==> config.mk <==
export PLATFORM = sky130hd
export DESIGN_NAME = pipe_ctrl
export DESIGN_NICKNAME = d
export VERILOG_FILES = /design/src/rtl/pipe_ctrl_pkg.sv /design/src/rtl/pipe_hazard_det.sv /design/src/rtl/pipe_ctrl.sv
export SDC_FILE = /design/constraint.sdc
export NUM_CORES = 1
export LEC_CHECK = 0
export ABC_AREA = 1
export CAP_MARGIN = 20
export CORE_MARGIN = 10
export CORE_UTILIZATION = 49
export CTS_BUF_LIST = sky130_fd_sc_hd__clkbuf_4
export DETAILED_ROUTE_END_ITERATION = 16
export GPL_TIMING_DRIVEN = 0
export PLACE_DENSITY = 0.8
export SLEW_MARGIN = 20
export SYNTH_ARGS = -nofsm -noshare
export SYNTH_HDL_FRONTEND = slang
export SYNTH_SLANG_ARGS = --single-unit
==> constraint.sdc <==
create_clock -name clk -period 2.2 [get_ports clk]
set_input_delay 0.66 -clock clk [delete_from_list [all_inputs] [get_ports clk]]
set_output_delay 0.66 -clock clk [all_outputs]
set_load 0.005 [all_outputs]
==> src/rtl/pipe_ctrl_pkg.sv <==
// pipe_ctrl_pkg: shared FSM encoding, register constants and control bundle for pipe_ctrl
package pipe_ctrl_pkg;
  typedef enum logic [1:0] {
    RUN     = 2'd0,
    MEMWAIT = 2'd1,
    FLUSH   = 2'd2
  } state_t;
  localparam logic [4:0] REG_X0 = 5'd0;
  typedef struct packed {
    logic if_stall;
    logic id_stall;
    logic ex_stall;
    logic if_flush;
    logic id_flush;
  } ctrl_t;
endpackage

==> src/rtl/pipe_hazard_det.sv <==
// pipe_hazard_det: load-use comparator between the EX load destination and the ID sources
module pipe_hazard_det
  import pipe_ctrl_pkg::*;
(
  input  logic [4:0] id_rs1,
  input  logic [4:0] id_rs2,
  input  logic       id_use_rs1,
  input  logic       id_use_rs2,
  input  logic [4:0] ex_rd,
  input  logic       ex_is_load,
  input  logic       ex_regwen,
  output logic       load_use
);
  assign load_use = ex_is_load & ex_regwen & (ex_rd != REG_X0) &
                    ((id_use_rs1 & (id_rs1 == ex_rd)) | (id_use_rs2 & (id_rs2 == ex_rd)));
endmodule

==> src/rtl/pipe_ctrl.sv <==
// pipe_ctrl: stall/flush control FSM for a 5-stage pipeline with memory-wait timeout and perf counters
module pipe_ctrl
  import pipe_ctrl_pkg::*;
#(
  parameter int STALL_TIMEOUT = 1024,
  parameter int CNT_W         = 32
) (
  input  logic             clk,
  input  logic             rst,
  input  logic [4:0]       id_rs1,
  input  logic [4:0]       id_rs2,
  input  logic             id_use_rs1,
  input  logic             id_use_rs2,
  input  logic [4:0]       ex_rd,
  input  logic             ex_is_load,
  input  logic             ex_regwen,
  input  logic             ex_br_mispred,
  input  logic             id_target_taken,
  input  logic             mem_wait,
  input  logic             wb_valid,
  input  logic             cnt_clr,
  output logic             if_stall,
  output logic             id_stall,
  output logic             ex_stall,
  output logic             if_flush,
  output logic             id_flush,
  output logic [CNT_W-1:0] cycle_cnt,
  output logic [CNT_W-1:0] instret_cnt,
  output logic [CNT_W-1:0] stall_cnt,
  output logic             timeout_err
);
  localparam int WW = $clog2(STALL_TIMEOUT + 1);
  state_t        state, state_nxt;
  ctrl_t         ctl;
  logic          load_use;
  logic [WW-1:0] wcnt, wcnt_nxt;
  pipe_hazard_det u_haz (
    .id_rs1     (id_rs1),
    .id_rs2     (id_rs2),
    .id_use_rs1 (id_use_rs1),
    .id_use_rs2 (id_use_rs2),
    .ex_rd      (ex_rd),
    .ex_is_load (ex_is_load),
    .ex_regwen  (ex_regwen),
    .load_use   (load_use)
  );
  // FLUSH means ID holds a bubble, so only a fresh mispredict matters there
  always_comb begin
    ctl       = '0;
    state_nxt = RUN;
    if (mem_wait) begin
      ctl.if_stall = 1'b1;
      ctl.id_stall = 1'b1;
      ctl.ex_stall = 1'b1;
      state_nxt    = MEMWAIT;
    end else if (ex_br_mispred) begin
      ctl.if_flush = 1'b1;
      ctl.id_flush = 1'b1;
      state_nxt    = FLUSH;
    end else if (state != FLUSH) begin
      if (load_use) begin
        ctl.if_stall = 1'b1;
        ctl.id_stall = 1'b1;
        ctl.id_flush = 1'b1;
      end else begin
        ctl.if_flush = id_target_taken;
      end
    end
  end
  assign if_stall = rst & ctl.if_stall;
  assign id_stall = rst & ctl.id_stall;
  assign ex_stall = rst & ctl.ex_stall;
  assign if_flush = rst & ctl.if_flush;
  assign id_flush = rst & ctl.id_flush;
  // wait counter restarts at 1 on MEMWAIT entry and saturates at the timeout
  assign wcnt_nxt = (state != MEMWAIT) ? WW'(1) :
                    (wcnt == WW'(STALL_TIMEOUT)) ? wcnt : wcnt + WW'(1);
  always_ff @(posedge clk or negedge rst) begin
    if (!rst) begin
      state       <= RUN;
      wcnt        <= '0;
      timeout_err <= 1'b0;
      cycle_cnt   <= '0;
      instret_cnt <= '0;
      stall_cnt   <= '0;
    end else begin
      state       <= state_nxt;
      wcnt        <= mem_wait ? wcnt_nxt : wcnt;
      timeout_err <= cnt_clr ? 1'b0 : (timeout_err | (mem_wait & (wcnt_nxt == WW'(STALL_TIMEOUT))));
      cycle_cnt   <= cnt_clr ? '0 : cycle_cnt + CNT_W'(1);
      instret_cnt <= cnt_clr ? '0 : instret_cnt + CNT_W'(wb_valid);
      stall_cnt   <= cnt_clr ? '0 : stall_cnt + CNT_W'(if_stall);
    end
  end
endmodule

==> reports/qor.yml <==
critPathLaunchType: "input port"
dp_slack_ns: -1.182
hold_ws_ns: 0.1288
grt_pass1_vias: 6043
postSynth.asyncResetShare_pct: 100.0
p_leak_nw: 3.840
final_max_slew_viol_count: 0
drive_above_1_share_pct: 18.97
grt_max_degree: 63
io_pins: 128
cp_slowest_cell: "o21ai_4"
die_height_um: 133.6
hold_violations: 0
crit_chain: "clkdlybuf4s15_1 > xor2_1 > nor2_1 > nand4_1 > nand2_2 > nand3_4 > o21ai_4 > buf_6 > buf_6"
synth_cell_types: 44
grt.overflow.total: 0
endpoint_kind: "output pin"
grtUsageTotal_pct: 20.36
n_antenna_cell: 0
utilization_pct: 69.48
cts-root-buf: "clkbuf_4"
final.setup.tns_ns: -2.927
die_w_um: 133.6
dp_hpwl_mm: 13.80
cts_tree: "yes"
start_util_pct: 50.15
firstDrtPassIters: 6
syn-num-nets: 871
dieArea_um2: 17860
drt_iter0_markers: 667
r2r_slack_ns: 0.01
synth-warning-count: 0
viasPerCell: 5.499
violations: "setup timing"
rows: 41
clock_sinks: 110
slowest_delay_ns: 0.20
status: "finished with violations"
drc_errors: 0
finalCritPeriodShare_pct: 111.2
clock_path_buffers: 2
synth-main-ff-cell: "dfrtp_1"
synth_area_leaders: "dfrtp_1, nand2_1, nor2_1"
fin_ws_ns: -0.2464
drt.antenna.violating_nets: 0
r2r_end: "stall_cnt[26]$_DFF_PN0_"
tightest_slew_ns: 0.7479
cts_buffers: 9
crit_buf_inv: 3
total_power_mw: 3.539
antenna_found_initial: 0
p_per_area_nw_per_um2: 403.6
ir_worst_vdd_mv: 0.2578
port_buffers: 127
fin_nets: 1061
routedWlPerCell_um: 16.53
layout_min_cycle_time_ns: 2.446
clkTransAtPathRegs_ns: 0.15
fin_worst_skew_ns: 0.02412
reg2regPathDepth: 14
synth_top_area_share_pct: 43.50
fmax_mhz: 408.8
grt_pass1_wl_mm: 30.05
syn_area_um2: 6329
synth_edf_count: 0
synth-seq-cells: 110
finalSetupViolations: 22
yosys.area.top_type: "dfrtp_1"
cp_top_family: "simple AND/OR/NAND/NOR gates"
cp.required_ns: 1.54
syn_to_final_growth_pct: 38.55
syn-instance-count: 838
nFillCells: 1051
rsz0062_at_grt: "true"
max_cap_viol_count: 0
crit_fanout: 3
crit_type: "in2out"
routed_wl_mm: 19.92
avgSynthCellArea_um2: 7.552
arrival_ns: 1.79
clkLatencyLatePin_ns: 0.51
vias: 6626
hold_class: "in2async"
htree_levels: 3
place_congestion: 0.9180
core_area_um2: 12620
ys_seq_area_share_pct: 43.50
max-slew-margin-rel_pct: 50.14
r2r-start: "state[1]$_DFF_PN0_"
path_common_cell: "buf_6"
==> cell usage after synthesis, types with 6 or more instances <==
cell	number
nand3_1	40
a31oi_1	8
nand4_1	31
nor4_1	9
xor2_1	25
nor2_1	138
nor3_1	51
ha_1	7
nor3_2	6
dfrtp_1	110
nand2_1	155
a21oi_1	45
o21ai_0	46
clkbuf_1	9
inv_1	97
==> registers in the layout (all words and copies together) (netlist names) <==
register and count:
state 2, timeout_err 1, wcnt 11, instret_cnt 32, stall_cnt 32, cycle_cnt 32
==> area by class of cell <==
type / count / area, µm² / area share, %
multi-input cells: 612 / 3421 / 39.01
flip-flops and latches: 110 / 2798 / 31.91
repair buffers: 179 / 1735 / 19.79
inverters: 102 / 384.1 / 4.381
well taps: 172 / 215.2 / 2.454
clock inverters: 6 / 76.32 / 0.8704
clock buffers: 10 / 75.07 / 0.8562
plain buffers: 14 / 63.81 / 0.7277
==> power breakdown <==
group	internal (mW)	total [mW]	leakage [nW]	switching [mW]
sequential	2.04	2.06	1.47	0.0210
clock	0.462	1.14	0.0829	0.681
combinational	0.140	0.334	2.29	0.193
total	2.64	3.54	3.84	0.896
==> repair_timing <==
item                                    CTS  global route
buffers inserted                         10            37
gates cloned                              0             2
endpoints found under the hold margin     9            48
gates resized for setup                 102            78
endpoints found under the setup margin   57            80
pin swaps                                24            28
==> logic make-up after synthesis <==
family	synth area share, %
AO/OA/AOI/OAI	9.806
buffers and inverters	6.999
adder cells (fa/ha/maj)	1.384
flip-flops	43.50
AND/OR/NAND/NOR	34.30
XOR/XNOR	4.013
==> stage by stage <==
step           instances  area [µm²]
2_1_floorplan        838        6372
3_3_place_gp        1137        7859
3_5_place_dp        1138        7888
4_1_cts             1164        8203
5_1_grt             1205        8768
6_report            1205        8768
==> metal layers <==
layer | up-vias | wire length, µm | part of all wire (%) | track usage, %
met2 | 321 | 9337 | 47 | 32.05
met3 | 41 | 1808 | 9.1 | 5.602
met5 | - | 0 | 0 | 0
met4 | 0 | 487 | 2.4 | 7.557
li1 | 3161 | - | - | -
met1 | 3103 | 8285 | 42 | 26.12
==> layout by cell type, fill, tap and decap left out, types with 3 or more instances in the layout <==
master / count
ha_1: 3
ha_4: 4
inv_2: 8
o21ai_2: 3
clkbuf_1: 9
nor2_2: 6
clkinv_1: 4
and3_1: 4
buf_2: 9
clkdlybuf4s50_1: 98
dfrtp_1: 74
dlymetal6s2s_1: 5
clkbuf_4: 11
clkbuf_2: 3
nor2_4: 10
nand2_1: 146
o21ai_0: 40
o21ai_1: 6
a21oi_2: 3
nor3_2: 5
nand2_4: 5
inv_1: 92
nor4_1: 9
o21a_1: 3
xnor2_1: 3
xor2_1: 25
nand2_2: 10
nor3_1: 47
buf_4: 41
nand3_4: 4
a31oi_1: 8
nand3_1: 37
clkdlybuf4s15_1: 5
dfrtp_2: 36
nor3_4: 8
nand4_1: 31
nor2_1: 130
a21oi_1: 42
dlygate4sd2_1: 4
buf_6: 9
==> how the worst max path moves through the flow <==
stage              start                      end  slack [ns]  cells past startpoint
2_1_floorplan   ex_rd[2]  stall_cnt[26]$_DFF_PN0_       -0.32                     15
3_3_place_gp         rst  stall_cnt[31]$_DFF_PN0_       -4.82                     13
3_5_place_dp    ex_rd[2]  stall_cnt[30]$_DFF_PN0_       -1.18                     17
4_1_cts         ex_rd[2]                 if_stall       -0.24                      9
5_1_grt         ex_rd[2]  stall_cnt[26]$_DFF_PN0_       -0.38                     18
6_report       id_rs1[2]                 if_stall       -0.25                      9
(Power assumes the default switching activity.)
